$ cat src/rtl/led_fill_pattern.sv
// LED fill-pattern sequencer: four fill modes, one-shot or looping, one LED step per prescaler tick.
// q/busy/done are registered and update one clock after the tick or start that causes them; en=0 freezes everything except start.
module led_fill_pattern #(
    parameter int HALF = 4,
    parameter int DIV  = 1
) (
    input  logic                clk,
    input  logic                reset,
    input  logic                en,
    input  logic                start,
    input  logic [1:0]          mode,
    input  logic                loop,
    output logic [2*HALF-1:0]   q,
    output logic                busy,
    output logic                done
);

    localparam int WIDTH = 2 * HALF;
    localparam int CW    = (DIV > 1) ? $clog2(DIV) : 1;
    localparam logic [CW-1:0] DIV_M1 = CW'(DIV - 1);

    typedef enum logic [1:0] {IDLE, RUN, FULL, DONE} state_t;

    state_t             state_q;
    logic [CW-1:0]      cnt_q, cnt_d;
    logic [1:0]         mode_q;
    logic               loop_q;
    logic [WIDTH-1:0]   q_q, step_d;
    logic               busy_q, done_q;
    logic               active, tick;
    logic [HALF-1:0]    lo, hi;

    assign lo = q_q[HALF-1:0];
    assign hi = q_q[WIDTH-1:HALF];

    always_comb begin
        active = en && (state_q != IDLE);
        tick   = active && (cnt_q == DIV_M1);
        cnt_d  = tick ? '0 : cnt_q + 1'b1;
        step_d = q_q;
        // Halves are shifted independently so a fill never spills across the centre.
        case (mode_q)
            2'b00:   step_d = {hi[HALF-2:0], 1'b1, 1'b1, lo[HALF-1:1]};
            2'b01:   step_d = {1'b1, hi[HALF-1:1], lo[HALF-2:0], 1'b1};
            2'b10:   step_d = {1'b1, q_q[WIDTH-1:1]};
            default: step_d = {q_q[WIDTH-2:0], 1'b1};
        endcase
    end

    always_ff @(posedge clk or posedge reset) begin
        if (reset) begin
            state_q <= IDLE;
            cnt_q   <= '0;
            mode_q  <= 2'b00;
            loop_q  <= 1'b0;
            q_q     <= '0;
            busy_q  <= 1'b0;
            done_q  <= 1'b0;
        end else begin
            done_q <= 1'b0;
            if (start) begin
                // Start overrides any tick in the same cycle and is honoured even with en low.
                state_q <= RUN;
                cnt_q   <= '0;
                mode_q  <= mode;
                loop_q  <= loop;
                q_q     <= '0;
                busy_q  <= 1'b1;
            end else if (active) begin
                cnt_q <= cnt_d;
                if (tick) begin
                    case (state_q)
                        RUN: begin
                            q_q <= step_d;
                            if (&step_d) state_q <= FULL;
                        end
                        FULL: begin
                            if (loop_q) begin
                                q_q     <= '0;
                                state_q <= RUN;
                            end else begin
                                state_q <= DONE;
                                busy_q  <= 1'b0;
                                done_q  <= 1'b1;
                            end
                        end
                        default: ;
                    endcase
                end
            end
        end
    end

    assign q    = q_q;
    assign busy = busy_q;
    assign done = done_q;

endmodule

$ cat config.mk
export PLATFORM = sky130hd
export DESIGN_NAME = led_fill_pattern
export DESIGN_NICKNAME = d
export VERILOG_FILES = /design/src/rtl/led_fill_pattern.sv
export SDC_FILE = /design/constraint.sdc
export NUM_CORES = 1
export LEC_CHECK = 0
export CORE_UTILIZATION = 49
export CTS_CLUSTER_SIZE = 8
export DETAILED_ROUTE_END_ITERATION = 10
export MAX_ROUTING_LAYER = met4
export PLACE_DENSITY = 0.76
export SYNTH_ARGS = -nofsm -noshare
export SYNTH_HDL_FRONTEND = slang
export SYNTH_SLANG_ARGS = --single-unit
export TNS_END_PERCENT = 5
$ cat constraint.sdc
create_clock -name clk -period 2.33 [get_ports clk]
set_clock_uncertainty 0.2 [all_clocks]
set_input_delay 0.5825 -clock clk [delete_from_list [all_inputs] [get_ports clk]]
set_output_delay 0.5825 -clock clk [all_outputs]
set_load 0.01 [all_outputs]
; ---- Word-level counts from Yosys, hierarchy flattened
; Cells that the tools add are included.
[word_totals]
regBits = 16
latch_bits = 0
ramBits = 0
mem_bits_ro = 0
in_bits = 7
output_inout_bits = 10
wordCells = 53
memories = 0
[op_classes]
addsub = 1
mul = 0
div_mod_pow = 0
n_lt_le_gt_ge = 0
eq_ne = 7
shift = 0
n_mux = 25
n_bitwise = 1
reduce_logical = 12
[op_table]
columns = op, n
row1 = $mux 8, 4
row2 = $pmux 8 s3, 1
row3 = $pmux 8 s2, 1
row4 = $mux 1, 13
row5 = $reduce_and 4->1, 3
row6 = $mux 2, 5
row7 = $reduce_and 8->1, 1
row8 = $reduce_bool 2->1, 4
row9 = $ne 3x3->1 const B, 2
row10 = $eq 2x1->1 const B, 2
row11 = $eq 2x2->1 const B, 2
row12 = $pmux 2 s2, 1
row13 = $reduce_bool 3->1, 1
row14 = $logic_and 1x1->1, 2
row15 = $logic_not 2->1, 1
row16 = $ne 2x2->1 const B, 1
row17 = $add 1x1->1 const B, 1
row18 = $not 1->1, 1

; ---- Logic depth before layout (Yosys ltp)
; Gate-level depths: netlist of the first run.
[depth]
word_depth = 8
depth_mapped = 7
ltp_nobuf = 7

; ---- Least setup slack after synthesis of the first run
; No wires, ideal clock.
[synth_timing]
path_kind = flip-flop to flip-flop
startpoint = reg mode_q[0]
endpoint = reg state_q[0]
setup_ns = 0.130
t_arrival_ns = 1.582
t_required_ns = 2.000
slack_ns = 0.418
stages_incl_launch_ff = 7
path_buffers = 0
period_less_slack_ns = 1.912
path_cell_list = dfrtp_1 ha_1 o21ba_2 a22oi_1 or3_1 nor4_2 o21ai_0
[synth_via]
elab_chain_len = 5
word_cells_on_any_way = 7
classes_between = 3 x eq/ne / 1 x mux / 3 x reduce/logical
[synth_rtl]
columns = item, line
row1 = from (decl), 26  ; logic [1:0] mode_q;
row2 = from (signal assigned), 65  ; mode_q <= mode;
row3 = "$eq 2x2->1, or another cell as far along", 42  ; case (mode_q)
row4 = $pmux 8 s3 *, 42
row5 = $reduce_and 8->1 *, 75  ; if (&step_d) state_q <= FULL;
row6 = $ne 3x3->1 (no source line) *, --
row7 = $reduce_and 4->1 (no source line) *, --
row8 = to (signal assigned), 75
row9 = to (signal assigned), 80  ; state_q <= RUN;
row10 = to (signal assigned), 82  ; state_q <= DONE;
row11 = to (decl), 24  ; state_t state_q;
; Mark *: on every way between the ends. The rest lies on a longest branch, timed or not.
; A chain may end at the register's enable or synchronous reset.

; ---- Worst setup path after layout of the first run
[layout_timing]
startpoint = reg q_q[3], in the netlist q[3]
endpoint = out q[3]
[layout_rtl]
columns = item, line
row1 = from (decl), 28  ; logic [WIDTH-1:0] q_q, step_d;
row2 = from (signal assigned), 74  ; q_q <= step_d;
row3 = to (decl), 13  ; output logic [2*HALF-1:0] q,
; No word-level cell between the ends.

==> flow_metrics.env, run 1 <==
export IMPL_die_h_microns=43.9
export IMPL_antenna_found_initial=0
export IMPL_fin_crit_ns=2.11
export IMPL_maxCapViolations=0
export IMPL_holdWs_ns=0.322
export IMPL_gp_congestion=0.780
export IMPL_timing_final_max_slew_violations=0
export IMPL_drive_above_1_share=0.112
export IMPL_die_w_microns=43.9
export IMPL_reg2reg_slack_ns=0.24
export IMPL_synth_compound_area_share=0.239
export IMPL_cts_tree="built"
export IMPL_num_io_pins=17
export IMPL_wl_per_cell_microns=15.0
export IMPL_start_kind="flop"
export IMPL_crit_reg2reg_launch="mode_q[0]"
export IMPL_status="completed"
export IMPL_timing_rr_end="state_q[0]"
export IMPL_fmax_ghz=0.474
export IMPL_rsz0062_at_grt="false"
export IMPL_syn_avg_cell_area_sq_um=9.77
export IMPL_port_buffers=16
export IMPL_grt_max_degree=17
export IMPL_setup_violations=0
export IMPL_initial_core_util=0.545
export IMPL_path_clk_slew_ns=0.09
export IMPL_hpwl_mm=1.41
export IMPL_hold_path_end="cnt_q"
export IMPL_hold_start="cnt_q"
export IMPL_path_class="flop to output port"
export IMPL_syn_to_final_growth_pct=25.0
export IMPL_critPathMaxStageDelay_ns=0.57
export IMPL_vias=715
export IMPL_seq_area_frac_synth=0.466
export IMPL_path_depth=1
export IMPL_reg2regPathDepth=6
export IMPL_antenna_left=0
export IMPL_drt_first_pass_iters=4
export IMPL_critical_path_buf_inv_count=1
export IMPL_cts_resized=0
export IMPL_drc=0
export IMPL_leakage_uw=0.000473
export IMPL_rows=14
export IMPL_drt_iter0_markers=19
export IMPL_hold_path_class="flop to flop"
export IMPL_grt_pass1_wl_mm=3.02
export IMPL_diodes=0
export IMPL_ys_types=29
export IMPL_synth_fa_ha_area_frac=0.0582
export IMPL_worst_slew_pin_slew_ns=0.814
export IMPL_finalCritPeriodShare=0.906
export IMPL_critPathCaptureType="output port"
export IMPL_grt_ovfl_total=0
export IMPL_clk_latency_ns=0.30
export IMPL_fin_nets=119
export IMPL_numCtsBuffers=3
export IMPL_final_hold_viol_count=0
export IMPL_hold_depth=1
export IMPL_place_ws_ns=-0.0321
export IMPL_pwr_density_cell_nw_per_um2=602
export IMPL_cp_top_family="buffers and inverters"
export IMPL_critical_path_arrival_ns=1.33
export IMPL_cts_setup_buffers=0
export IMPL_routed_wl_mm=1.84
export IMPL_core_area_sq_um=1580
export IMPL_htreeDepth=1
export IMPL_crit_required_ns=1.55
export IMPL_yosys_mux_area_fraction=0.0131
export IMPL_dieArea_sq_um=1930
export IMPL_grt_pass1_vias=669
export IMPL_cts_root_buf="clkbuf_4"
export IMPL_grt_usage=0.228
export IMPL_startpoint="q[3]"
export IMPL_yosys_area_share_simple=0.188
export IMPL_final_cell_mix="16 x dfrtp_1, 16 x clkdlybuf4s50_1, 10 x nand2_1"
export IMPL_netlist_area_sq_um=860
export IMPL_syn_num_nets=99
export IMPL_crit_fanout=4
export IMPL_crit_slowest_cell="clkdlybuf4s50_1"
export IMPL_synth_top_family_by_area="compound AO/OA/AOI/OAI gates"
export IMPL_vias_per_cell=5.81
export IMPL_ys_seq_elements=16
export IMPL_max_vdd_ir_drop_uv=436
export IMPL_slew_headroom=0.455
export IMPL_worst_slack_ns=0.218
export IMPL_ys_warn_count=0
export IMPL_path_cells="clkdlybuf4s50_1"
export IMPL_ctsLongestPathBuffers=2
export IMPL_synth_xor_area_frac=0
export IMPL_syn_inst=88
export IMPL_clkSinkCount=16
export IMPL_cts_hold_buf=0
kinds of logic (layout without fill, tap and decap cells):
logic type	after synthesis	in the layout
compound gates	29	29
flops	16	16
buf+inv	8	27
simple gates	30	30
mux	1	1
fa+ha+maj	4	4
synth_stat cells:
| library cell | n | area, sq um |
|---|---|---|
| o31ai_1 | 5 | 37.5 |
| a21o_1 | 1 | 7.51 |
| a211o_1 | 1 | 8.76 |
| a21oi_1 | 4 | 20.0 |
| nor2_1 | 5 | 18.8 |
| nand2b_1 | 5 | 31.3 |
| nand3b_1 | 1 | 7.51 |
| and3_1 | 1 | 6.26 |
| inv_1 | 6 | 22.5 |
| nor2b_1 | 1 | 6.26 |
| nand2_1 | 10 | 37.5 |
| or3_1 | 1 | 6.26 |
| mux2_2 | 1 | 11.3 |
| or2_2 | 1 | 6.26 |
| o21ai_0 | 7 | 35.0 |
| nor3b_1 | 2 | 15.0 |
| dfrtp_1 | 16 | 400 |
| o22ai_2 | 1 | 12.5 |
| o21ba_2 | 2 | 20.0 |
| ha_1 | 4 | 50.1 |
| a22o_1 | 3 | 26.3 |
| buf_2 | 1 | 5.00 |
| or2_4 | 1 | 8.76 |
| clkbuf_1 | 1 | 3.75 |
| a22oi_1 | 2 | 15.0 |
| nand3_1 | 1 | 5.00 |
| o21a_1 | 2 | 15.0 |
| a211oi_1 | 1 | 7.51 |
| nor4_2 | 1 | 12.5 |
final cells by class:
class	instances	area (sq um)
well taps	16	20.0
fillers	124	502
clock buffers	4	36.3
multi-input cells	64	428
repair buffers	17	168
inverters	6	22.5
flip-flops and latches	16	400
flip-flops by register name, summed over array words and instances (netlist names):
name     flops
busy         1
cnt_q        1
done         1
loop_q       1
mode_q       2
q            8
state_q      2
routing by layer:
metal / track usage / vias up / routed length (microns)
li1: - / 349 / -
met1: 0.286 / 340 / 854
met2: 0.358 / 21 / 884
met3: 0.0250 / 5 / 62
met4: 0.127 / 0 / 39
met5: - / - / 0
power breakdown:
part,internal [uW],switching [uW],leakage [uW]
Clock,95.5,97.2,0.0000210
Sequential,295,19.0,0.000203
Combinational,70.8,69.6,0.000248
Total,461,186,0.000473
per-stage QoR:
stage | setup TNS, ns | utilization | cell area, sq um | power (uW) | cells
CTS | 0 | 0.682 | 1070 | 646 | 123
finish | 0 | 0.682 | 1070 | 647 | 123
global route | 0 | 0.682 | 1070 | 674 | 123
detailed placement | -0.146 | 0.659 | 1040 | 459 | 119
global placement | -0.00621 | 0.659 | 1040 | 457 | 119
floorplan | 0 | - | 860 | 400 | 88
worst max path at each step:
stage                      end  slack (ns)
floorplan           state_q[0]        0.42
global placement          q[5]      -0.005
detailed placement        q[5]       -0.03
CTS                       q[3]        0.22
global route              q[5]        0.08
finish                    q[3]        0.22
No activity file was read; power rests on OpenSTA's default activity.
==> run 2: changes to the inputs <==
- CAP_MARGIN: not set -> 5
- MAX_ROUTING_LAYER: met4 -> not set
==> flow_metrics.env, run 2 (synthesis results as in run 1) <==
export IMPL_port_buffers=16
export IMPL_pwr_density_cell_nw_per_um2=600
export IMPL_routed_wl_mm=1.85
export IMPL_path_cells="clkdlybuf4s50_1"
export IMPL_grt_usage=0.221
export IMPL_hold_path_end="cnt_q"
export IMPL_grt_pass1_vias=669
export IMPL_hold_depth=1
export IMPL_cts_setup_buffers=0
export IMPL_dp_cells=119
export IMPL_critPathCaptureType="output port"
export IMPL_leakage_uw=0.000473
export IMPL_slew_headroom=0.446
export IMPL_die_h_microns=43.9
export IMPL_die_w_microns=43.9
export IMPL_rsz0062_at_grt="false"
export IMPL_grt_pass1_wl_mm=3.02
export IMPL_cts_root_buf="clkbuf_4"
export IMPL_final_cell_mix="16 x dfrtp_1, 16 x clkdlybuf4s50_1, 10 x nand2_1"
export IMPL_numCtsBuffers=3
export IMPL_syn_to_final_growth_pct=25.0
export IMPL_setup_violations=0
export IMPL_initial_core_util=0.545
export IMPL_maxCapViolations=0
export IMPL_cp_top_family="buffers and inverters"
export IMPL_clk_latency_ns=0.30
export IMPL_largest_reg_flops=8
export IMPL_status="completed"
export IMPL_critical_path_arrival_ns=1.32
export IMPL_dieArea_sq_um=1930
export IMPL_timing_final_max_slew_violations=0
export IMPL_htreeDepth=1
export IMPL_post_route_util=0.682
export IMPL_cts_resized=0
export IMPL_fin_nets=119
export IMPL_wl_per_cell_microns=15.0
export IMPL_drive_above_1_share=0.112
export IMPL_final_cells=123
export IMPL_antenna_left=0
export IMPL_grt_ovfl_total=0
export IMPL_diodes=0
export IMPL_reg2reg_slack_ns=0.25
export IMPL_num_io_pins=17
export IMPL_drc=0
export IMPL_worst_slew_pin_slew_ns=0.828
export IMPL_path_clk_slew_ns=0.09
export IMPL_hpwl_mm=1.41
export IMPL_critical_path_buf_inv_count=1
export IMPL_crit_required_ns=1.55
export IMPL_hold_path_class="flop to flop"
export IMPL_fin_crit_ns=2.10
export IMPL_rows=14
export IMPL_vias=712
export IMPL_final_hold_viol_count=0
export IMPL_finalCritPeriodShare=0.903
export IMPL_power_total_uw=645
export IMPL_fmax_ghz=0.475
export IMPL_reg2regPathDepth=7
export IMPL_vias_per_cell=5.79
export IMPL_drt_iter0_markers=21
export IMPL_crit_fanout=4
export IMPL_grt_max_degree=17
export IMPL_ctsLongestPathBuffers=2
export IMPL_drt_first_pass_iters=4
export IMPL_hold_start="cnt_q"
export IMPL_cts_tree="built"
export IMPL_critPathMaxStageDelay_ns=0.57
export IMPL_gp_congestion=0.770
export IMPL_start_kind="flop"
export IMPL_clkSinkCount=16
export IMPL_max_vdd_ir_drop_uv=435
export IMPL_antenna_found_initial=0
export IMPL_core_area_sq_um=1580
export IMPL_timing_rr_end="state_q[0]"
export IMPL_post_dp_cell_area_sq_um=1040
export IMPL_crit_reg2reg_launch="mode_q[0]"
export IMPL_postLayoutCellArea_sq_um=1070
export IMPL_path_class="flop to output port"
export IMPL_crit_slowest_cell="clkdlybuf4s50_1"
export IMPL_fill_cells=124
export IMPL_cts_hold_buf=0
## run 2: cell counts in the layout (fill, tap and decap cells not counted)
No cell type changed its count.
## run 2: worst max path at each step
stage / depth (start not counted) / to / slack (ns) / startpoint
floorplan: 6 / state_q[0] / 0.42 / mode_q[0]
global placement: 5 / q[5] / -0.005 / en
detailed placement: 5 / q[5] / -0.03 / en
CTS: 1 / q[3] / 0.22 / q[3]
global route: 5 / q[5] / 0.08 / en
finish: 1 / q[3] / 0.23 / q[3]
## run 2: worst register-to-register path: stages, from the launching register on
cell,delay (ns)
dfrtp_1,0.41
inv_1,0.13
ha_1,0.24
o21a_1,0.14
o22ai_2,0.07
or3_1,0.39
nor4_2,0.27
o21ai_0,0.12
## run 2: cell type report
type                       count  area (sq um)  area share
inverter                       6          22.5      0.0210
multi-input combinational     64           428       0.398
tap                           16          20.0      0.0186
clock buffer                   4          36.3      0.0338
timing repair buffer          17           168       0.156
sequential                    16           400       0.373
## run 2: power by group
group / switching [uW] / internal, uW
logic: 69.6 / 70.7
registers: 19.0 / 295
clock network: 95.4 / 95.4
## run 2: routing by layer
layer  global-route usage  up-vias  share of wire
met2                0.358       21           0.48
met1                0.286      337           0.47
met4                0.127        0          0.017
li1                     -      350              -
met3               0.0250        4          0.036
met5                    0        -              0
## run 2: through the flow
step	TNS [ns]	hold slack, ns	setup slack (ns)
floorplan	0	0.264	0.418
global placement	-0.00621	0.277	-0.00510
detailed placement	-0.146	0.299	-0.0321
CTS	0	0.323	0.219
global route	0	0.361	0.0757
finish	0	0.322	0.225
